`config.mk`:
```
export PLATFORM = sky130hd
export DESIGN_NAME = pc_unit
export DESIGN_NICKNAME = d
export VERILOG_FILES = /design/src/rtl/pc_unit.sv
export SDC_FILE = /design/constraint.sdc
export NUM_CORES = 1
export LEC_CHECK = 0
export BUFFER_PORTS_ARGS = -buffer_cell sky130_fd_sc_hd__clkbuf_2
export CORE_MARGIN = 2
export CORE_UTILIZATION = 50
export DETAILED_ROUTE_END_ITERATION = 12
export GPL_TIMING_DRIVEN = 0
export PLACE_DENSITY = 0.81
export SLEW_MARGIN = 20
export SYNTH_ARGS = -nofsm -noshare
export SYNTH_HDL_FRONTEND = slang
export SYNTH_SLANG_ARGS = --single-unit
```
`constraint.sdc`:
```
create_clock -name clk -period 9.73 [get_ports clk]
set_input_delay 1.4595 -clock clk [delete_from_list [all_inputs] [get_ports clk]]
set_output_delay 1.4595 -clock clk [all_outputs]
set_load 0.01 [all_outputs]
```
`src/rtl/pc_unit.sv`:
```
// Program-counter unit: holds the fetch PC and selects the next PC from sequential,
// branch, jump, register-jump and exception sources. Optional macro: PC_ALIGN_CHECK_EN.
module pc_unit #(
   parameter int unsigned WIDTH    = 32,
   parameter int unsigned STEP     = 4,
   parameter logic [31:0] RESET_PC = 32'h0000_3000,
   parameter logic [31:0] EXC_VEC  = 32'h0000_4180
) (
   input  logic             clk,
   input  logic             reset,
   input  logic             en,
   input  logic [1:0]       npc_sel,
   input  logic             br_taken,
   input  logic [15:0]      imm16,
   input  logic [25:0]      imm26,
   input  logic [WIDTH-1:0] ra,
   input  logic             exc,
   output logic [WIDTH-1:0] pc,
   output logic [WIDTH-1:0] pc4,
   output logic [WIDTH-1:0] pc8,
   output logic             redirect,
   output logic             adel
);

   localparam logic [1:0] SEL_SEQ = 2'b00;
   localparam logic [1:0] SEL_BR  = 2'b01;
   localparam logic [1:0] SEL_J   = 2'b10;
   localparam logic [1:0] SEL_JR  = 2'b11;

   localparam logic [WIDTH-1:0] RESET_PC_W = WIDTH'(RESET_PC);
   localparam logic [WIDTH-1:0] EXC_VEC_W  = WIDTH'(EXC_VEC);
   localparam logic [WIDTH-1:0] STEP_W     = WIDTH'(STEP);
   localparam logic [WIDTH-1:0] STEP2_W    = WIDTH'(2 * STEP);
   localparam logic [WIDTH-1:0] WORD_MASK  = ~WIDTH'(3);

   logic [WIDTH-1:0] pc_q, pc_d;
   logic             redirect_q, redirect_d;
   logic             adel_q, adel_d;

   logic [WIDTH-1:0] br_off;
   logic [WIDTH-1:0] br_target;
   logic [WIDTH-1:0] j_target;
   logic [WIDTH-1:0] jr_target;
   logic             jr_misaligned;

   assign pc4 = pc_q + STEP_W;
   assign pc8 = pc_q + STEP2_W;

   // Branch offset counts instructions, so scale by 4 after sign extension.
   assign br_off    = {{(WIDTH-18){imm16[15]}}, imm16, 2'b00};
   assign br_target = pc4 + br_off;
   assign j_target  = {pc4[WIDTH-1:28], imm26, 2'b00};

`ifdef PC_ALIGN_CHECK_EN
   assign jr_misaligned = (ra[1:0] != 2'b00);
   assign jr_target     = ra;
`else
   // Without the check the low bits are simply dropped to keep fetch word-aligned.
   assign jr_misaligned = 1'b0;
   assign jr_target     = ra & WORD_MASK;
`endif

   always_comb begin
      pc_d       = pc_q;
      redirect_d = 1'b0;
      adel_d     = 1'b0;
      if (exc) begin
         pc_d       = EXC_VEC_W;
         redirect_d = 1'b1;
      end else if (en) begin
         unique case (npc_sel)
            SEL_SEQ: begin
               pc_d = pc4;
            end
            SEL_BR: begin
               if (br_taken) begin
                  pc_d       = br_target;
                  redirect_d = 1'b1;
               end else begin
                  pc_d = pc4;
               end
            end
            SEL_J: begin
               pc_d       = j_target;
               redirect_d = 1'b1;
            end
            SEL_JR: begin
               redirect_d = 1'b1;
               if (jr_misaligned) begin
                  pc_d   = EXC_VEC_W;
                  adel_d = 1'b1;
               end else begin
                  pc_d = jr_target;
               end
            end
            default: begin
               pc_d = pc4;
            end
         endcase
      end
   end

   always_ff @(posedge clk) begin
      if (reset) begin
         pc_q       <= RESET_PC_W;
         redirect_q <= 1'b0;
         adel_q     <= 1'b0;
      end else begin
         pc_q       <= pc_d;
         redirect_q <= redirect_d;
         adel_q     <= adel_d;
      end
   end

   assign pc       = pc_q;
   assign redirect = redirect_q;
   assign adel     = adel_q;

endmodule

```
==> results of run 1 <==
## where the power goes
part           internal, uW  switching, uW  leakage [uW]
Clock                  49.6           54.8     0.0000450
Combinational          90.9            143       0.00264
Sequential              142           8.79      0.000271
Total                   282            206       0.00295
## metal layers
layer | GRT usage, % | share of wire [%]
met3 | 5.61 | 12
met5 | 0 | 0
met4 | 9.13 | 2.9
met2 | 51.3 | 43
met1 | 47.6 | 43
## cells by family after synthesis
group                    Yosys count  share of synthesized area [%]
AO/OA/AOI/OAI                    212                           28.2
other                              1                         0.0774
buffers and inverters             69                           6.25
adder cells (fa/ha/maj)           38                           9.97
XOR/XNOR                          72                           13.0
flip-flops                        33                           13.6
AND/OR/NAND/NOR                  248                           25.1
multiplexers                      18                           3.77
## metrics by stage
stage / cell area [um2] / utilization [%] / total power (uW) / cells / worst slack, ps
finish: 5950 / 63.8 / 488 / 1001 / 4980
global route: 5950 / 63.8 / 511 / 1001 / 4780
CTS: 5950 / 63.8 / 477 / 1001 / 5090
detailed placement: 5870 / 63.0 / 378 / 993 / 5200
global placement: 5870 / 63.0 / 376 / 993 / 5180
floorplan: 4840 / - / 299 / 691 / 5760
## area by class of cell
type / count / share of cell area, %
clock inverters: 2 / 0.168
clock buffers: 6 / 1.22
repair buffers: 173 / 14.5
well taps: 129 / 2.71
flip-flops and latches: 33 / 11.1
plain buffers: 49 / 3.82
inverters: 20 / 1.26
multi-input cells: 589 / 65.2
## flip-flops by register name, summed over array words and instances, names as in the netlist
name      count
pc           32
redirect      1
## final timing paths
path / from / end / slack, ps / cells after the start
max reg2reg: pc[3]$_SDFFE_PP0P_ / pc[30]$_SDFFE_PP0P_ / 4980 / 16
min reg2reg: pc[1]$_SDFFE_PP0P_ / pc[1]$_SDFFE_PP0P_ / 510 / 1
max: pc[3]$_SDFFE_PP0P_ / pc[30]$_SDFFE_PP0P_ / 4980 / 16
min: pc[1]$_SDFFE_PP0P_ / pc[1]$_SDFFE_PP0P_ / 510 / 1
## placed cells by master (no fill, tap or decap), drive strengths merged, types with 3 or more instances in the layout
cell,netlist,routed
mux2i,16,16
nor2,64,64
clkinv,2,4
ha,37,37
and2,7,7
or2,3,3
o31ai,7,7
o211ai,5,5
a211o,3,3
a31oi,10,10
buf,21,21
o22ai,5,5
or3,9,9
a31o,4,4
nor4,4,4
o21ai,51,51
o221a,3,3
and3,10,10
o21bai,6,6
a221o,4,4
a21oi,60,60
nand2,81,81
clkbuf,28,207
nand4,23,23
nor3,10,10
a221oi,6,6
xnor2,44,44
a21o,18,18
dfxtp,33,33
a211oi,9,9
and4,3,3
xor2,28,28
nand3,25,25
inv,18,18
o21a,7,7
## cells in the mapped netlist, types with 7 or more instances
cell type | count | area (um2)
nand2_1 | 81 | 304
nor2_1 | 64 | 240
a21oi_1 | 58 | 290
o21ai_0 | 50 | 250
xnor2_1 | 44 | 385
ha_1 | 37 | 463
dfxtp_1 | 33 | 661
clkbuf_1 | 28 | 105
xor2_1 | 28 | 245
nand3_1 | 24 | 120
nand4_1 | 21 | 131
a21o_1 | 18 | 135
inv_1 | 18 | 67.6
mux2i_1 | 16 | 160
buf_2 | 11 | 55.1
nor3_1 | 10 | 50.1
a211oi_1 | 9 | 67.6
a31oi_1 | 9 | 56.3
and3_1 | 9 | 56.3
or3_1 | 9 | 56.3
buf_4 | 8 | 60.1
o21a_1 | 7 | 52.6
o31ai_1 | 7 | 52.6
## critical path: stages (launching register included)
cell and delay (ps):
dfxtp_1 460, ha_1 180, clkbuf_1 290, nand4_1 250, nor2_1 280, and3_1 310
nand4_1 140, xnor2_1 510, ha_1 410, a21oi_1 180, o21ai_0 120, or3_1 380
a31oi_1 260, or3_1 210, a21oi_1 110, or4b_1 520, nand3_1 90
==> flow_metrics.tcl, run 1 <==
set metrics [dict create \
    multi_input_area_mm2 0.00388 \
    nets 990 \
    route.detailed.drc 0 \
    cts_setup_buffers 0 \
    powerDensity_mw_per_mm2 82.0 \
    p_leak_uw 0.00295 \
    relSlewSlack_pct 43.2 \
    final.hold.worst_slack_ps 508 \
    post-route-min-period_ps 4750 \
    clock.fmax_ghz 0.211 \
    grt_pass1_wl_um 27000 \
    cts_hold_buffers 0 \
    rows 35 \
    postSynthCellCount 691 \
    synth-edff-count 0 \
    required_ps 9970 \
    synth_area_per_cell_um2 7.01 \
    synth_flop_cell "dfxtp_1" \
    die_w_um 102 \
    die_area_mm2 0.0105 \
    tightest_slew_ps 846 \
    fp.dieH_um 102 \
    rsz0062_at_grt "false" \
    track_usage_pct 33.2 \
    yosys_warnings 0 \
    end_kind "flip-flop" \
    min_period_over_period_pct 48.8 \
    critPathArrivalTime_ps 4990 \
    ys_seq_elements 33 \
    postCtsResizedCells 0 \
    clock_skew_ps 10.8 \
    drive_gt1_share_pct 25.2 \
    worstPathMaxFanout 7 \
    antenna_found_initial 0 \
    grt-ovfl-total 0 \
    drt-wirelength-per-cell_um 18.0 \
    register_area_um2 661 \
    core_mm2 0.00933 \
    htreeDepth 2 \
    vias 6031 \
    insertion_delay_ps 290 \
    numPortBuffers 173 \
    grt_max_degree 23 \
    root_buffer "clkbuf_8" \
    routed_wl_um 18000 \
    areaGrowthSynthToFinish_pct 22.9 \
    synth_cell_types 70 \
    dpl.hpwl_um 14300 \
    yosysSeqAreaShare_pct 13.6 \
    first_pass_iters 8 \
    io_pins 179 \
    cts_buffers 5 \
    place_congestion 0.972 \
    hold_viol 0 \
    slew_violations 0 \
    status "finished clean" \
    critPathKind "flip-flop to flip-flop" \
    finalSetupViolCount 0 \
    first_iter_violations 744 \
    grt_pass1_vias 5164 \
    clk_pin_slew_ps 80 \
    cts_tree "built" \
    start_util_pct 51.9 \
    async_flop_share_pct 0 \
    final_antenna_net_count 0 \
    cts_sinks 33 \
    peakVddDrop_v 0.0000493 \
    viasPerCell 6.02 \
    hold_path_class "flip-flop to flip-flop" \
    finalSetupTns_ps 0 \
    clock_path_buffers 2 \
    fill_cells 866 \
    syn_area_mm2 0.00484 \
    antennaDiodeCount 0 \
    start_kind "flip-flop" \
    syn-num-nets 810 \
    max_cap_violations 0 \
]
Power figures use the tool's default switching activity.
==> run 2: changes to the inputs <==
==> constraint.sdc (replaced) <==
create_clock -name clk -period 4.6 [get_ports clk]
set_input_delay 0.69 -clock clk [delete_from_list [all_inputs] [get_ports clk]]
set_output_delay 0.69 -clock clk [all_outputs]
set_load 0.01 [all_outputs]
==> run 2 against run 1 <==
Compared with the run above:
- via count down 0.32%
- critical path depth fell by 1
- sequential cell count unchanged
- sequential share of layout area down 0.074 points
- fmax is 7.0% higher
- worst hold slack got worse by 2.9 ps
- largest cell class unchanged
==> flow_metrics.tcl, run 2 (synthesized netlist as in run 1, its figures left out) <==
set metrics [dict create \
    status "finished clean" \
    p_leak_uw 0.00297 \
    core_mm2 0.00933 \
    htreeDepth 2 \
    peakVddDrop_v 0.000105 \
    critPathArrivalTime_ps 4680 \
    cts_tree "built" \
    insertion_delay_ps 300 \
    post-route-min-period_ps 4440 \
    grt_pass1_vias 5164 \
    grt_max_degree 23 \
    largest_reg_flops 32 \
    layout_commonest_cell "clkbuf_2" \
    worstPathCellList "ha_2 -> nand4_1 -> nor2_1 -> and3_1 -> nand4_1 -> xnor2_2 -> ha_1 -> a21oi_1 -> o21ai_0 -> or3_1 -> a31oi_1 -> or3_1 -> a21oi_1 -> or4b_1 -> nand3_1" \
    die_w_um 102 \
    root_buffer "clkbuf_8" \
    cts_buffers 5 \
    hold_path_class "flip-flop to flip-flop" \
    max_cap_violations 0 \
    routed_wl_um 18100 \
    clk_pin_slew_ps 80 \
    antenna_found_initial 0 \
    slew_violations 0 \
    die_area_mm2 0.0105 \
    start_kind "flip-flop" \
    io_pins 179 \
    drt-wirelength-per-cell_um 18.1 \
    first_pass_iters 8 \
    cts_setup_buffers 0 \
    vias 6012 \
    setup_ws_ps 161 \
    fp.dieH_um 102 \
    dp_slack_ps 69.5 \
    areaGrowthSynthToFinish_pct 23.7 \
    grt_pass1_wl_um 27000 \
    worstPathMaxFanout 7 \
    crit_buf_inv 0 \
    finalSetupTns_ps 0 \
    place_congestion 0.972 \
    rows 35 \
    first_iter_violations 670 \
    clock.fmax_ghz 0.225 \
    drive_gt1_share_pct 26.2 \
    clock_path_buffers 2 \
    layout_common_cells "clkbuf_2, nand2_1, nor2_1, a21oi_1, o21ai_0" \
    slowest_delay_ps 520 \
    relSlewSlack_pct 42.4 \
    powerDensity_mw_per_mm2 173 \
    final_antenna_net_count 0 \
    numPortBuffers 173 \
    crit_slowest_cell "or4b_1" \
    power_uw 1040 \
    cts_sinks 33 \
    multi_input_area_mm2 0.00393 \
    route.detailed.drc 0 \
    dpl.hpwl_um 14300 \
    rsz0062_at_grt "false" \
    finalSetupViolCount 0 \
    track_usage_pct 33.2 \
    start_util_pct 51.9 \
    cp_top_family "simple AND/OR/NAND/NOR gates" \
    antennaDiodeCount 0 \
    fill_cells 861 \
    clock_skew_ps 11.1 \
    critPathKind "flip-flop to flip-flop" \
    grt-ovfl-total 0 \
    end_kind "flip-flop" \
    min_period_over_period_pct 96.5 \
    nets 989 \
    required_ps 4840 \
    register_area_um2 661 \
    viasPerCell 6.01 \
    hold_viol 0 \
    tightest_slew_ps 864 \
]
## run 2: cell types whose count changed in the layout (fill, tap and decap cells not counted), sizes merged
| cell | previous run | this run |
|---|---|---|
| clkbuf | 207 | 206 |
## run 2: per-layer routing
| metal | track usage (%) | share of wire [%] | up-vias |
|---|---|---|---|
| met2 | 51.3 | 43 | 376 |
| met3 | 5.61 | 12 | 45 |
| met5 | 0 | 0 | - |
| li1 | - | - | 2873 |
| met1 | 47.6 | 42 | 2718 |
| met4 | 9.13 | 2.8 | 0 |
## run 2: repair_timing
item	CTS	global route
hold buffers	0	0
endpoints found under the setup margin	0	11
resized for setup	0	8
## run 2: power by group
| group | total (uW) | internal, uW | leakage, uW | switching, uW |
|---|---|---|---|---|
| registers | 318 | 300 | 0.000271 | 18.5 |
| logic | 497 | 194 | 0.00265 | 304 |
| clock network | 224 | 105 | 0.0000450 | 119 |
| total | 1040 | 598 | 0.00297 | 441 |
## run 2: final timing paths
path                            from  depth (start not counted)                  end  slack [ps]
setup / recovery  pc[3]$_SDFFE_PP0P_                         15  pc[30]$_SDFFE_PP0P_         160
hold / removal    pc[1]$_SDFFE_PP0P_                          1   pc[1]$_SDFFE_PP0P_         500
setup reg to reg  pc[3]$_SDFFE_PP0P_                         15  pc[30]$_SDFFE_PP0P_         160
hold reg to reg   pc[1]$_SDFFE_PP0P_                          1   pc[1]$_SDFFE_PP0P_         500
## run 2: worst register-to-register path, cell delays in order, from the launching register on
cell and delay [ps]:
dfxtp_1 460, ha_2 320, nand4_1 220, nor2_1 280, and3_1 310, nand4_1 180, xnor2_2 380, ha_1 370
a21oi_1 180, o21ai_0 120, or3_1 390, a31oi_1 260, or3_1 210, a21oi_1 110, or4b_1 520, nand3_1 90
## run 2: layout make-up
class | count | area share [%]
tap | 129 | 2.69
sequential | 33 | 11.0
timing repair buffer | 173 | 14.4
buffer | 48 | 3.74
multi-input combinational | 589 | 65.5
clock inverter | 2 | 0.167
clock buffer | 6 | 1.21
inverter | 20 | 1.25
## run 2: through the flow
step,std cells,hold WS [ps],instance area [um2],utilization [%]
final,1000,505,5990,64.3
after global routing,1000,541,5990,64.3
after CTS,1001,508,5950,63.8
after detailed placement,993,499,5870,63.0
after global placement,993,496,5870,63.0
after floorplan,691,524,4840,-
